--- src/rtl/pe_bypass_ctrl.sv ---
// IF-stage bypass control: compares the IF instruction's read ports against the
// ID-slot destination, registers per-port EX-forward flags and raises load-use stalls.
`ifndef DEF_RF_INDEX_WIDTH
`define DEF_RF_INDEX_WIDTH 5
`endif
`ifndef RISC24_BYPASS_SRC_ALU
`define RISC24_BYPASS_SRC_ALU 2'b00
`endif
`ifndef RISC24_BYPASS_SRC_LSU
`define RISC24_BYPASS_SRC_LSU 2'b10
`endif

module pe_bypass_ctrl #(
    parameter bit          LOAD_USE_STALL = 1'b1,
    parameter int unsigned CNT_WIDTH      = 16
) (
    input  logic                           iClk,
    input  logic                           iReset,
    input  logic                           iStall,
    input  logic                           iIF_Valid,
    input  logic [`DEF_RF_INDEX_WIDTH-1:0] iIF_RF_Read_Addr_A,
    input  logic [`DEF_RF_INDEX_WIDTH-1:0] iIF_RF_Read_Addr_B,
    input  logic                           iIF_Read_En_A,
    input  logic                           iIF_Read_En_B,
    input  logic                           iIF_RF_Write_En,
    input  logic [`DEF_RF_INDEX_WIDTH-1:0] iIF_RF_Write_Addr,
    input  logic [1:0]                     iIF_Result_Src,
    output logic                           oIF_BP_Bypass_Read_A,
    output logic                           oIF_BP_Bypass_Read_B,
    output logic [1:0]                     oIF_BP_Bypass_Sel_A,
    output logic [1:0]                     oIF_BP_Bypass_Sel_B,
    output logic                           oIF_Stall,
    output logic                           oID_Valid,
    output logic [CNT_WIDTH-1:0]           oStall_Count
);

    localparam int unsigned RW      = `DEF_RF_INDEX_WIDTH;
    localparam logic [1:0]  SRC_ALU = `RISC24_BYPASS_SRC_ALU;
    localparam logic [1:0]  SRC_LSU = `RISC24_BYPASS_SRC_LSU;

    logic                 slot_valid_q, slot_valid_d;
    logic                 slot_we_q,    slot_we_d;
    logic [RW-1:0]        slot_waddr_q, slot_waddr_d;
    logic [1:0]           slot_src_q,   slot_src_d;
    logic                 bp_rd_a_q,    bp_rd_a_d;
    logic                 bp_rd_b_q,    bp_rd_b_d;
    logic [1:0]           bp_sel_a_q,   bp_sel_a_d;
    logic [1:0]           bp_sel_b_q,   bp_sel_b_d;
    logic [CNT_WIDTH-1:0] cnt_q,        cnt_d;

    logic match_a, match_b, hazard;

    // r0/r1 are hard-wired registers and are never forwarded
    assign match_a = iIF_Valid & iIF_Read_En_A & slot_valid_q & slot_we_q
                   & (iIF_RF_Read_Addr_A == slot_waddr_q) & (iIF_RF_Read_Addr_A > RW'(1));
    assign match_b = iIF_Valid & iIF_Read_En_B & slot_valid_q & slot_we_q
                   & (iIF_RF_Read_Addr_B == slot_waddr_q) & (iIF_RF_Read_Addr_B > RW'(1));
    assign hazard  = LOAD_USE_STALL & (slot_src_q == SRC_LSU) & (match_a | match_b);

    assign oIF_Stall = hazard & ~iStall;

    always_comb begin
        slot_valid_d = slot_valid_q;
        slot_we_d    = slot_we_q;
        slot_waddr_d = slot_waddr_q;
        slot_src_d   = slot_src_q;
        bp_rd_a_d    = bp_rd_a_q;
        bp_rd_b_d    = bp_rd_b_q;
        bp_sel_a_d   = bp_sel_a_q;
        bp_sel_b_d   = bp_sel_b_q;
        cnt_d        = cnt_q;
        if (!iStall) begin
            if (hazard) begin
                // insert a bubble; the consumer is re-presented at WB distance
                slot_valid_d = 1'b0;
                slot_we_d    = 1'b0;
                bp_rd_a_d    = 1'b0;
                bp_rd_b_d    = 1'b0;
                bp_sel_a_d   = 2'b00;
                bp_sel_b_d   = 2'b00;
                if (cnt_q != {CNT_WIDTH{1'b1}}) begin
                    cnt_d = cnt_q + CNT_WIDTH'(1);
                end
            end else begin
                slot_valid_d = iIF_Valid;
                slot_we_d    = iIF_RF_Write_En & iIF_Valid;
                slot_waddr_d = iIF_RF_Write_Addr;
                slot_src_d   = iIF_Result_Src;
                bp_rd_a_d    = match_a;
                bp_rd_b_d    = match_b;
                bp_sel_a_d   = match_a ? slot_src_q : 2'b00;
                bp_sel_b_d   = match_b ? slot_src_q : 2'b00;
            end
        end
    end

    always_ff @(posedge iClk or posedge iReset) begin
        if (iReset) begin
            slot_valid_q <= 1'b0;
            slot_we_q    <= 1'b0;
            slot_waddr_q <= '0;
            slot_src_q   <= SRC_ALU;
            bp_rd_a_q    <= 1'b0;
            bp_rd_b_q    <= 1'b0;
            bp_sel_a_q   <= 2'b00;
            bp_sel_b_q   <= 2'b00;
            cnt_q        <= '0;
        end else begin
            slot_valid_q <= slot_valid_d;
            slot_we_q    <= slot_we_d;
            slot_waddr_q <= slot_waddr_d;
            slot_src_q   <= slot_src_d;
            bp_rd_a_q    <= bp_rd_a_d;
            bp_rd_b_q    <= bp_rd_b_d;
            bp_sel_a_q   <= bp_sel_a_d;
            bp_sel_b_q   <= bp_sel_b_d;
            cnt_q        <= cnt_d;
        end
    end

    assign oIF_BP_Bypass_Read_A = bp_rd_a_q;
    assign oIF_BP_Bypass_Read_B = bp_rd_b_q;
    assign oIF_BP_Bypass_Sel_A  = bp_sel_a_q;
    assign oIF_BP_Bypass_Sel_B  = bp_sel_b_q;
    assign oID_Valid            = slot_valid_q;
    assign oStall_Count         = cnt_q;

endmodule

--- config.mk ---
export PLATFORM = sky130hd
export DESIGN_NAME = pe_bypass_ctrl
export DESIGN_NICKNAME = d
export VERILOG_FILES = /design/src/rtl/pe_bypass_ctrl.sv
export SDC_FILE = /design/constraint.sdc
export NUM_CORES = 1
export LEC_CHECK = 0
export ABC_AREA = 1
export CAP_MARGIN = 20
export CORE_ASPECT_RATIO = 1.4
export CORE_MARGIN = 2
export CORE_UTILIZATION = 44
export CTS_CLUSTER_SIZE = 14
export DETAILED_ROUTE_END_ITERATION = 6
export GPL_TIMING_DRIVEN = 0
export HOLD_SLACK_MARGIN = 0.02
export PLACE_DENSITY = 0.73
export SYNTH_ARGS = -nofsm -noshare
export SYNTH_HDL_FRONTEND = slang
export SYNTH_SLANG_ARGS = --single-unit
--- constraint.sdc ---
create_clock -name iClk -period 1.75 [get_ports iClk]
set_clock_uncertainty 0.2 [all_clocks]
set_input_delay 0.175 -clock iClk [delete_from_list [all_inputs] [get_ports iClk]]
set_output_delay 0.175 -clock iClk [all_outputs]
set_load 0.01 [all_outputs]
==> impl_metrics.yaml, run 1 <==
run_status:
  run_status: "complete, but fails checks"
  violations: "negative setup slack"
synthesis:
  ys_warn_count: 0
  synthArstFlopShare: 1.00
  synth_top_family_by_area: "simple AND/OR/NAND/NOR gates"
  syn-mean-instance-area_sq_um: 7.20
  most_numerous_cell_in_the_yosys_netlist: "nand2_1"
  synthDominantAreaCellType: "dfrtp_1"
  post_synth_mux_area_share: 0
  netlist_top_cells_area: "dfrtp_1, nand2_1, nor2_1"
  synth_largest_type_area_fraction: 0.429
  synth_seq_area_share: 0.429
  net_count_after_synthesis: 276
  predominant_post_synthesis_flop_cell: "dfrtp_1"
  synth-simple-area-share: 0.415
  synthXorXnorAreaFrac: 0.0727
  syn_area_sq_mm: 0.00181
  synth_adder_area_share: 0.00693
  synth_enable_flop_cells: 0
  postSynthCellCount: 251
  synth_compound_area_frac: 0.0173
  yosys_register_bits: 31
  yosysUniqueCellTypes: 22
  netlist_top_cells_count: "nand2_1, dfrtp_1, nor2_1, inv_1, nand3_1"
flow_run:
  max_cap_violations: 0
floorplan:
  die_area_sq_mm: 0.00464
  dieHeight_um: 79.8
  initial_core_util: 0.457
  core_area_sq_mm: 0.00395
  die_x_um: 58.2
  ioPinCount: 48
  placementRows: 27
setup_path:
  critPathRequiredTime_ns: 1.37
  critPathMaxFanout: 3
  max_stage_delay_ns: 0.42
  worstSetupStartpointType: "register"
  worst_path_max_delay_cell: "dfrtp_1"
  critPathArrivalTime_ns: 1.60
  path_cells: "xor2_1 -> nor2_2 -> nand3_2 -> nand2_4 -> nand2_8 -> nor2_4 -> buf_6"
  worstSetupEndpointType: "output pin"
  crit_type: "reg -> out"
timing:
  grt_setup_unrepaired: "true"
  setup_ws_ns: -0.224
  slew-limit-headroom: 0.613
  fin_crit_sh: 1.13
  final_max_slew_viols: 0
  min_period_ns: 1.97
  setup_viol: 23
  finalHoldViolations: 0
  fmax_mhz: 507
  tightestPinTransition_ns: 0.580
power_and_ir_drop:
  switching_power_mw: 0.378
  total_power_mw: 1.58
  power_density_mw_per_mm2: 572
  power.share.switching: 0.240
  power_leakage_nw: 1.33
  seqPwrFrac: 0.479
  power.clock.fraction: 0.389
  power.internal_mw: 1.20
  combinationalPowerShare: 0.132
  vdd_ir_drop_max_mv: 0.516
route:
  postRouteAntennaNets: 0
  drt-total-wl_mm: 4.94
  detailed_route_iter0_violations: 67
  drc_errors: 0
  routed_wire_length_per_instance_um: 13.4
  vias: 1904
  number_of_search_and_repair_iterations_in_the_first_detailed_routing_pass: 4
  viasPerCell: 5.15
place:
  numPortBuffers: 47
  routabilityCongestion: 0.821
  placed_cells_incl_taps: 342
  placed_inst_area_sq_mm: 0.00237
  dp_hpwl_mm: 3.21
clock_network:
  clock_sink_count: 31
  tritoncts: "built"
  insertion_delay_ns: 0.28
  ctsHtreeMaxLevel: 2
  numCtsBuffers: 5
  clkTransAtPathRegs_ns: 0.06
  clock-root-buffer: "clkbuf_8"
  cts.path.max_buffers: 2
  hold_buffers: 0
cells_and_area:
  layout.nets: 351
  finish.utilization: 0.697
  syn2layout_area_growth_pct: 52.4
  final_cell_count_no_fill: 370
  multiInputGateArea_sq_mm: 0.00103
  insertedDiodeCount: 0
  layout_cell_area_excl_fill_sq_mm: 0.00275
  layout-drive-gt1-share: 0.193
  fillers: 337
  combined_flip_flop_and_latch_cell_area_sq_um: 779
global_routing:
  number_of_antenna_violations_at_the_first_check_in_global_routing: 0
  groute.usage.overall: 0.213
  grt_max_degree: 20
  first_pass_grt_wire_length_mm: 7.58
  first_global_vias: 1743
  grt_overflow: 0
hold_path:
  timing.hold.worst.class: "in -> async"
## cell usage in the layout, fill, tap and decap left out
master,instances
dlymetal6s2s_1,1
nand3_4,1
nor2_4,3
xor2_1,11
clkbuf_1,3
inv_2,1
clkdlybuf4s50_1,44
xnor2_1,4
nand2_2,2
o21ai_0,4
nor2_2,11
a31oi_1,1
inv_1,21
clkbuf_16,1
nand3_1,14
nand4_2,1
nand2_8,2
dfrtp_2,3
ha_4,1
dfrtp_1,28
nor3_4,1
nor3b_2,1
or2_2,1
nor3_1,2
nand2_4,1
buf_8,1
o21ai_1,1
nand3_2,3
buf_4,17
buf_6,4
clkbuf_8,7
dlygate4sd2_1,1
buf_16,1
nor2_1,18
nand2_1,105
nand4_1,6
## final cells by class
type / count / area share
multi-input cells: 194 / 0.373
flip-flops and latches: 31 / 0.283
repair buffers: 68 / 0.247
clock buffers: 8 / 0.0363
inverters: 22 / 0.0300
well taps: 43 / 0.0195
plain buffers: 4 / 0.0109
## worst max-delay path: cells and delay by family, from the launching register on
kind	cells	cell delay, ns
buffers and inverters	1	0.12
flip-flops	1	0.42
XOR/XNOR	1	0.19
AND/OR/NAND/NOR	5	0.59
## cell families after synthesis
kind of cell,count (synthesis)
adder cells (fa/ha/maj),1
flip-flops,31
XOR/XNOR,15
buffers and inverters,26
AO/OA/AOI/OAI,6
AND/OR/NAND/NOR,172
## power by group through the flow
stage | clock [mW] | sequential (mW) | combinational [mW]
after global routing | 0.664 | 0.756 | 0.230
after detailed placement | 0 | 0.767 | 0.177
after CTS | 0.634 | 0.753 | 0.187
after global placement | 0 | 0.766 | 0.168
final | 0.614 | 0.755 | 0.207
after floorplan | 0 | 0.764 | 0.0866
## worst paths after layout
check | from | to | slack, ns | depth (start not counted)
max in group asynchronous | iReset | oStall_Count[6]$_DFFE_PP0P_ | 0.81 | 3
min reg2reg | oIF_BP_Bypass_Sel_A[0]$_DFFE_PP0N_ | oIF_BP_Bypass_Sel_A[0]$_DFFE_PP0N_ | 0.29 | 2
min in group iClk | iIF_Valid | oID_Valid$_DFFE_PP0N_ | 0.13 | 3
max | slot_waddr_q[4]$_DFFE_PP0P_ | oIF_Stall | -0.22 | 7
min | iReset | oStall_Count[7]$_DFFE_PP0P_ | 0.05 | 2
max reg2reg | slot_waddr_q[4]$_DFFE_PP0P_ | oStall_Count[7]$_DFFE_PP0P_ | -0.20 | 9
## metrics by stage
| stage | worst slack, ns | TNS, ns | hold slack [ns] |
|---|---|---|---|
| final | -0.224 | -2.77 | 0.0516 |
| after global routing | -0.269 | -4.48 | 0.106 |
| after CTS | -0.215 | -1.91 | 0.0657 |
| after detailed placement | -0.874 | -8.81 | 0.269 |
| after global placement | -0.879 | -10.08 | 0.261 |
| after floorplan | 0.00140 | 0 | 0.0785 |
## sequential cells by signal, indices dropped and copies added (netlist names)
name / cells
oID_Valid: 1
oIF_BP_Bypass_Read_A: 1
oIF_BP_Bypass_Read_B: 1
oIF_BP_Bypass_Sel_A: 2
oIF_BP_Bypass_Sel_B: 2
oStall_Count: 16
slot_src_q: 2
slot_waddr_q: 5
slot_we_q: 1
## routing by layer
layer | share of wire | up-vias | global-route usage
met3 | 0.062 | 11 | 0.0470
met2 | 0.53 | 71 | 0.384
li1 | - | 932 | -
met5 | 0 | - | 0
met4 | 0.025 | 0 | 0.0767
met1 | 0.38 | 890 | 0.242
## repair_timing
action | in CTS | in global routing
endpoints found under the setup margin | 18 | 26
cloned | 0 | 1
setup buffers | 9 | 10
pin swaps | 8 | 18
gates resized for setup | 12 | 25
Power figures use the tool's default switching activity.
==> run 2, diff against run 1 <==
--- a/config.mk
+++ b/config.mk
@@ -13,7 +13,6 @@
 export CTS_CLUSTER_SIZE = 14
 export DETAILED_ROUTE_END_ITERATION = 6
 export GPL_TIMING_DRIVEN = 0
-export HOLD_SLACK_MARGIN = 0.02
 export PLACE_DENSITY = 0.73
 export SYNTH_ARGS = -nofsm -noshare
 export SYNTH_HDL_FRONTEND = slang
==> constraint.sdc (replaced) <==
create_clock -name iClk -period 1.75 [get_ports iClk]
set_clock_uncertainty 0.2 [all_clocks]
set_input_delay 0.175 -clock iClk [delete_from_list [all_inputs] [get_ports iClk]]
set_output_delay 0.175 -clock iClk [all_outputs]
set_load 0.005 [all_outputs]
==> run 2 against run 1 <==
Net effect:
- the run ends with negative hold slack, negative setup slack left
- fmax is 3.0% higher
- setup slack better by 0.058 ns
- global-route usage hardly changed
- combinational power is 5% lower
- critical path type unchanged
- final cell count is 0.81% lower
- largest power group unchanged
- hold slack worse by 0.057 ns
==> impl_metrics.yaml, run 2 (synthesis results as in run 1) <==
run_status:
  run_status: "complete, but fails checks"
  violations: "negative hold slack, negative setup slack"
setup_path:
  critPathMaxFanout: 3
  critPathArrivalTime_ns: 1.54
  worstSetupEndpointType: "output pin"
  critPathRequiredTime_ns: 1.37
  worstSetupStartpointType: "register"
  crit_type: "reg -> out"
clock_network:
  clock-root-buffer: "clkbuf_8"
  clock_sink_count: 31
  cts.path.max_buffers: 2
  numCtsBuffers: 5
  tritoncts: "built"
  hold_buffers: 0
  ctsHtreeMaxLevel: 2
  clkTransAtPathRegs_ns: 0.07
  insertion_delay_ns: 0.29
power_and_ir_drop:
  switching_power_mw: 0.409
  power.internal_mw: 1.29
  power.share.switching: 0.240
  combinationalPowerShare: 0.116
  power_density_mw_per_mm2: 627
  power_leakage_nw: 1.33
  power.clock.fraction: 0.442
  seqPwrFrac: 0.442
  total_power_mw: 1.70
  vdd_ir_drop_max_mv: 0.605
cells_and_area:
  layout-drive-gt1-share: 0.173
  syn2layout_area_growth_pct: 50.2
  layout.nets: 348
  combined_flip_flop_and_latch_cell_area_sq_um: 777
  multiInputGateArea_sq_mm: 0.00102
  insertedDiodeCount: 0
  flip_flop_count_of_the_largest_register_after_layout: 16
  fillers: 337
  layout_commonest_cell: "nand2_1"
  layout.cells.most_common_list: "nand2_1, clkdlybuf4s50_1, dfrtp_1"
global_routing:
  grt_max_degree: 24
  groute.usage.overall: 0.213
  first_global_vias: 1721
  number_of_antenna_violations_at_the_first_check_in_global_routing: 0
  grt_overflow: 0
  first_pass_grt_wire_length_mm: 7.48
timing:
  setup_ws_ns: -0.166
  fin_crit_sh: 1.09
  setup_viol: 14
  final_max_slew_viols: 0
  slew-limit-headroom: 0.662
  fmax_mhz: 522
  grt_setup_unrepaired: "true"
  finalHoldViolations: 8
  holdWs_ns: -0.00558
  tightestPinTransition_ns: 0.507
  min_period_ns: 1.92
floorplan:
  placementRows: 27
  ioPinCount: 48
  initial_core_util: 0.457
  dieHeight_um: 79.8
  core_area_sq_mm: 0.00395
  die_area_sq_mm: 0.00464
  die_x_um: 58.2
route:
  drc_errors: 0
  vias: 1831
  drt-total-wl_mm: 4.86
  viasPerCell: 4.99
  number_of_search_and_repair_iterations_in_the_first_detailed_routing_pass: 4
  postRouteAntennaNets: 0
  routed_wire_length_per_instance_um: 13.2
  detailed_route_iter0_violations: 64
place:
  routabilityCongestion: 0.816
  numPortBuffers: 47
  dp_hpwl_mm: 3.25
hold_path:
  timing.hold.worst.class: "in -> async"
flow_run:
  max_cap_violations: 0
==> run 2: critical path, stage by stage, from the launching register on <==
cell	delay (ns)
dfrtp_1	0.41
xor2_1	0.18
nor2_1	0.13
nand3_2	0.14
nand2_4	0.11
nand2_8	0.05
nor2_4	0.10
buf_2	0.12
==> run 2: layer usage <==
metal / share of wire / vias to the layer above / global-route usage
met1: 0.41 / 852 / 0.233
met5: 0 / - / 0
met2: 0.53 / 47 / 0.392
li1: - / 926 / -
met4: 0.016 / 0 / 0.0837
met3: 0.048 / 6 / 0.0438
==> run 2: area by class of cell <==
cell class | count | area share
sequential | 31 | 0.286
tap | 43 | 0.0198
clock inverter | 2 | 0.0129
timing repair buffer | 65 | 0.233
multi-input combinational | 194 | 0.376
buffer | 4 | 0.0111
clock buffer | 6 | 0.0304
inverter | 22 | 0.0304
==> run 2: power by group through the flow <==
stage          Sequential (mW)  Clock (mW)  Combinational [mW]
6_report                 0.753       0.752               0.197
5_1_grt                  0.755       0.784               0.222
4_1_cts                  0.752       0.754               0.191
3_5_place_dp             0.766           0               0.178
3_3_place_gp             0.765           0               0.167
2_1_floorplan            0.763           0              0.0866
==> run 2: per-stage QoR <==
stage | setup slack, ns | util | instance area (sq um) | TNS [ns] | cells
floorplan | 0.00284 | - | 1810 | 0 | 251
global placement | -0.853 | 0.590 | 2330 | -11.38 | 341
detailed placement | -0.867 | 0.597 | 2360 | -9.81 | 342
CTS | -0.215 | 0.662 | 2620 | -2.20 | 363
global route | -0.267 | 0.687 | 2710 | -4.24 | 367
finish | -0.166 | 0.687 | 2710 | -1.60 | 367
==> run 2: final timing paths <==
| kind | from | slack, ns | endpoint | depth (start not counted) |
|---|---|---|---|---|
| worst max-delay path | slot_waddr_q[2]$_DFFE_PP0P_ | -0.17 | oIF_Stall | 7 |
| worst min-delay path | iReset | -0.006 | slot_waddr_q[1]$_DFFE_PP0P_ | 2 |
| worst max register to register | slot_waddr_q[2]$_DFFE_PP0P_ | -0.13 | oStall_Count[7]$_DFFE_PP0P_ | 10 |
| worst min register to register | oIF_BP_Bypass_Read_B$_DFFE_PP0N_ | 0.29 | oIF_BP_Bypass_Read_B$_DFFE_PP0N_ | 2 |
| max in group asynchronous | iReset | 0.89 | oStall_Count[6]$_DFFE_PP0P_ | 3 |
| min in group iClk | iIF_Valid | 0.14 | oID_Valid$_DFFE_PP0N_ | 3 |
==> run 2: what timing repair did <==
| action | 4_1_cts | 5_1_grt |
|---|---|---|
| endpoints found under the setup margin | 24 | 26 |
| hold endpoints to repair | 0 | 0 |
| gates resized for setup | 18 | 19 |
| setup buffers | 12 | 4 |
| pin swaps | 7 | 14 |
| cloned | 1 | 1 |
==> run 3, diff against run 2 <==
--- a/config.mk
+++ b/config.mk
@@ -7,13 +7,12 @@
 export LEC_CHECK = 0
 export ABC_AREA = 1
 export CAP_MARGIN = 20
-export CORE_ASPECT_RATIO = 1.4
 export CORE_MARGIN = 2
 export CORE_UTILIZATION = 44
 export CTS_CLUSTER_SIZE = 14
 export DETAILED_ROUTE_END_ITERATION = 6
 export GPL_TIMING_DRIVEN = 0
-export PLACE_DENSITY = 0.73
+export PLACE_DENSITY = 0.74
 export SYNTH_ARGS = -nofsm -noshare
 export SYNTH_HDL_FRONTEND = slang
 export SYNTH_SLANG_ARGS = --single-unit
==> run 3 against run 2 <==
Net effect:
- the run ends with negative setup slack left
- setup slack better by 0.026 ns
- fmax grew 1.4%
- power is 8.0% lower
- final cell count increased by 1.4%
==> impl_metrics.yaml, run 3 (synthesis results as in run 1) <==
run_status:
  run_status: "complete, but fails checks"
  violations: "negative setup slack"
floorplan:
  initial_core_util: 0.455
  die_x_um: 68.1
  die_area_sq_mm: 0.00463
  ioPinCount: 48
  placementRows: 23
  core_area_sq_mm: 0.00397
  dieHeight_um: 68.1
cells_and_area:
  fillers: 355
  layout.nets: 346
  insertedDiodeCount: 0
  layout-drive-gt1-share: 0.146
  flip_flop_count_of_the_largest_register_after_layout: 16
  final_cell_count_no_fill: 372
  layout.cells.most_common_list: "nand2_1, clkdlybuf4s50_1, dfrtp_1"
  syn2layout_area_growth_pct: 45.7
  layout_commonest_cell: "nand2_1"
setup_path:
  critPathMaxFanout: 3
  critical_path.n_buffers_inverters: 1
  max_stage_delay_ns: 0.42
  worstSetupEndpointType: "output pin"
  critPathRequiredTime_ns: 1.37
  worst_path_max_delay_cell: "dfrtp_1"
  worstSetupStartpointType: "register"
  critPathArrivalTime_ns: 1.51
  path_cells: "xor2_1 -> nor2_2 -> nand3_2 -> nand2_4 -> nand2_8 -> nor2_4 -> buf_2"
  path_delay_family: "simple AND/OR/NAND/NOR gates"
  crit_type: "reg -> out"
power_and_ir_drop:
  power.share.switching: 0.241
  power.internal_mw: 1.19
  switching_power_mw: 0.377
  power_density_mw_per_mm2: 595
  combinationalPowerShare: 0.122
  seqPwrFrac: 0.481
  power.clock.fraction: 0.397
  vdd_ir_drop_max_mv: 0.386
  power_leakage_nw: 1.28
clock_network:
  cts.path.max_buffers: 2
  numCtsBuffers: 5
  clkTransAtPathRegs_ns: 0.07
  insertion_delay_ns: 0.28
  ctsHtreeMaxLevel: 2
  clock_sink_count: 31
  clock-root-buffer: "clkbuf_8"
  tritoncts: "built"
route:
  number_of_search_and_repair_iterations_in_the_first_detailed_routing_pass: 4
  drc_errors: 0
  detailed_route_iter0_violations: 104
  viasPerCell: 4.86
  vias: 1809
  postRouteAntennaNets: 0
  drt-total-wl_mm: 4.51
  routed_wire_length_per_instance_um: 12.1
timing:
  min_period_ns: 1.89
  slew-limit-headroom: 0.580
  fin_crit_sh: 1.08
  setup_ws_ns: -0.140
  grt_setup_unrepaired: "true"
  tightestPinTransition_ns: 0.629
  setup_viol: 14
  finalHoldViolations: 0
  final_max_slew_viols: 0
  fmax_mhz: 529
  tns_ns: -1.41
global_routing:
  number_of_antenna_violations_at_the_first_check_in_global_routing: 0
  groute.usage.overall: 0.205
  first_pass_grt_wire_length_mm: 7.16
  first_global_vias: 1669
  grt_max_degree: 19
  grt_overflow: 0
hold_path:
  timing.hold.worst.class: "in -> async"
place:
  numPortBuffers: 47
  dp_hpwl_mm: 3.05
  routabilityCongestion: 0.838
  placed_cells_incl_taps: 349
flow_run:
  max_cap_violations: 0
-- run 3: changes by cell type in the layout (fill, tap and decap cells not counted), moves of 2 or more --
cell / delta
clkdlybuf4s50_1: +2
dlymetal6s2s_1: -2
nor2_1: +3
nor2_2: -2
-- run 3: repair_timing --
action                                  4_1_cts  5_1_grt
cloned                                        1        0
pin swaps                                     9       12
hold buffers                                  0        0
endpoints found under the setup margin       24       26
resized for setup                            16        8
buffers inserted                             11        4
-- run 3: power by group through the flow --
stage	clock network, mW	registers [mW]	logic [mW]
floorplan	0	0.763	0.0866
global placement	0	0.766	0.166
detailed placement	0	0.766	0.175
CTS	0.633	0.752	0.186
global route	0.664	0.756	0.214
finish	0.621	0.754	0.191
-- run 3: layout make-up --
class,instances,area (sq um),area share
Clock buffer,8,100,0.0380
Multi-Input combinational cell,194,973,0.370
Sequential cell,31,776,0.295
Inverter,22,82.6,0.0314
Timing Repair Buffer,63,612,0.232
Buffer,4,26.3,0.00998
Tap cell,50,62.6,0.0238
-- run 3: per-layer routing --
metal | wire, um | global-route usage
met5 | 0 | 0
met4 | 76 | 0.0825
met3 | 287 | 0.0461
met2 | 2220 | 0.360
met1 | 1930 | 0.240
-- run 3: through the flow --
step	utilization	instance area [sq um]	power, mW	hold WS (ns)	setup WS, ns
global route	0.663	2630	1.63	0.138	-0.257
global placement	0.589	2340	0.932	0.263	-0.823
detailed placement	0.596	2370	0.941	0.267	-0.847
finish	0.663	2630	1.57	0.0732	-0.140
floorplan	-	1810	0.850	0.0785	0.00284
CTS	0.652	2590	1.57	0.0952	-0.176
-- run 3: worst paths after layout --
path                                                    start                            endpoint  slack, ns  cells after the start
max in group asynchronous                              iReset  oIF_BP_Bypass_Sel_A[0]$_DFFE_PP0N_       0.77                      3
min reg2reg                oIF_BP_Bypass_Sel_B[0]$_DFFE_PP0N_  oIF_BP_Bypass_Sel_B[0]$_DFFE_PP0N_       0.28                      2
max reg2reg                       slot_waddr_q[4]$_DFFE_PP0P_         oStall_Count[7]$_DFFE_PP0P_      -0.11                     10
max                               slot_waddr_q[4]$_DFFE_PP0P_                           oIF_Stall      -0.14                      7
min in group iClk                                   iIF_Valid               oID_Valid$_DFFE_PP0N_       0.15                      3
min                                                    iReset         oStall_Count[5]$_DFFE_PP0P_       0.07                      2
-- run 3: worst register-to-register path: stages, from the launching register on --
cell and delay [ns]:
dfrtp_1 0.42, xor2_1 0.18, nor2_2 0.12, nand3_2 0.13, nand2_4 0.12, buf_6 0.13
nand3_2 0.08, nor2_4 0.19, buf_6 0.14, nand2_1 0.05, nand2_1 0.05
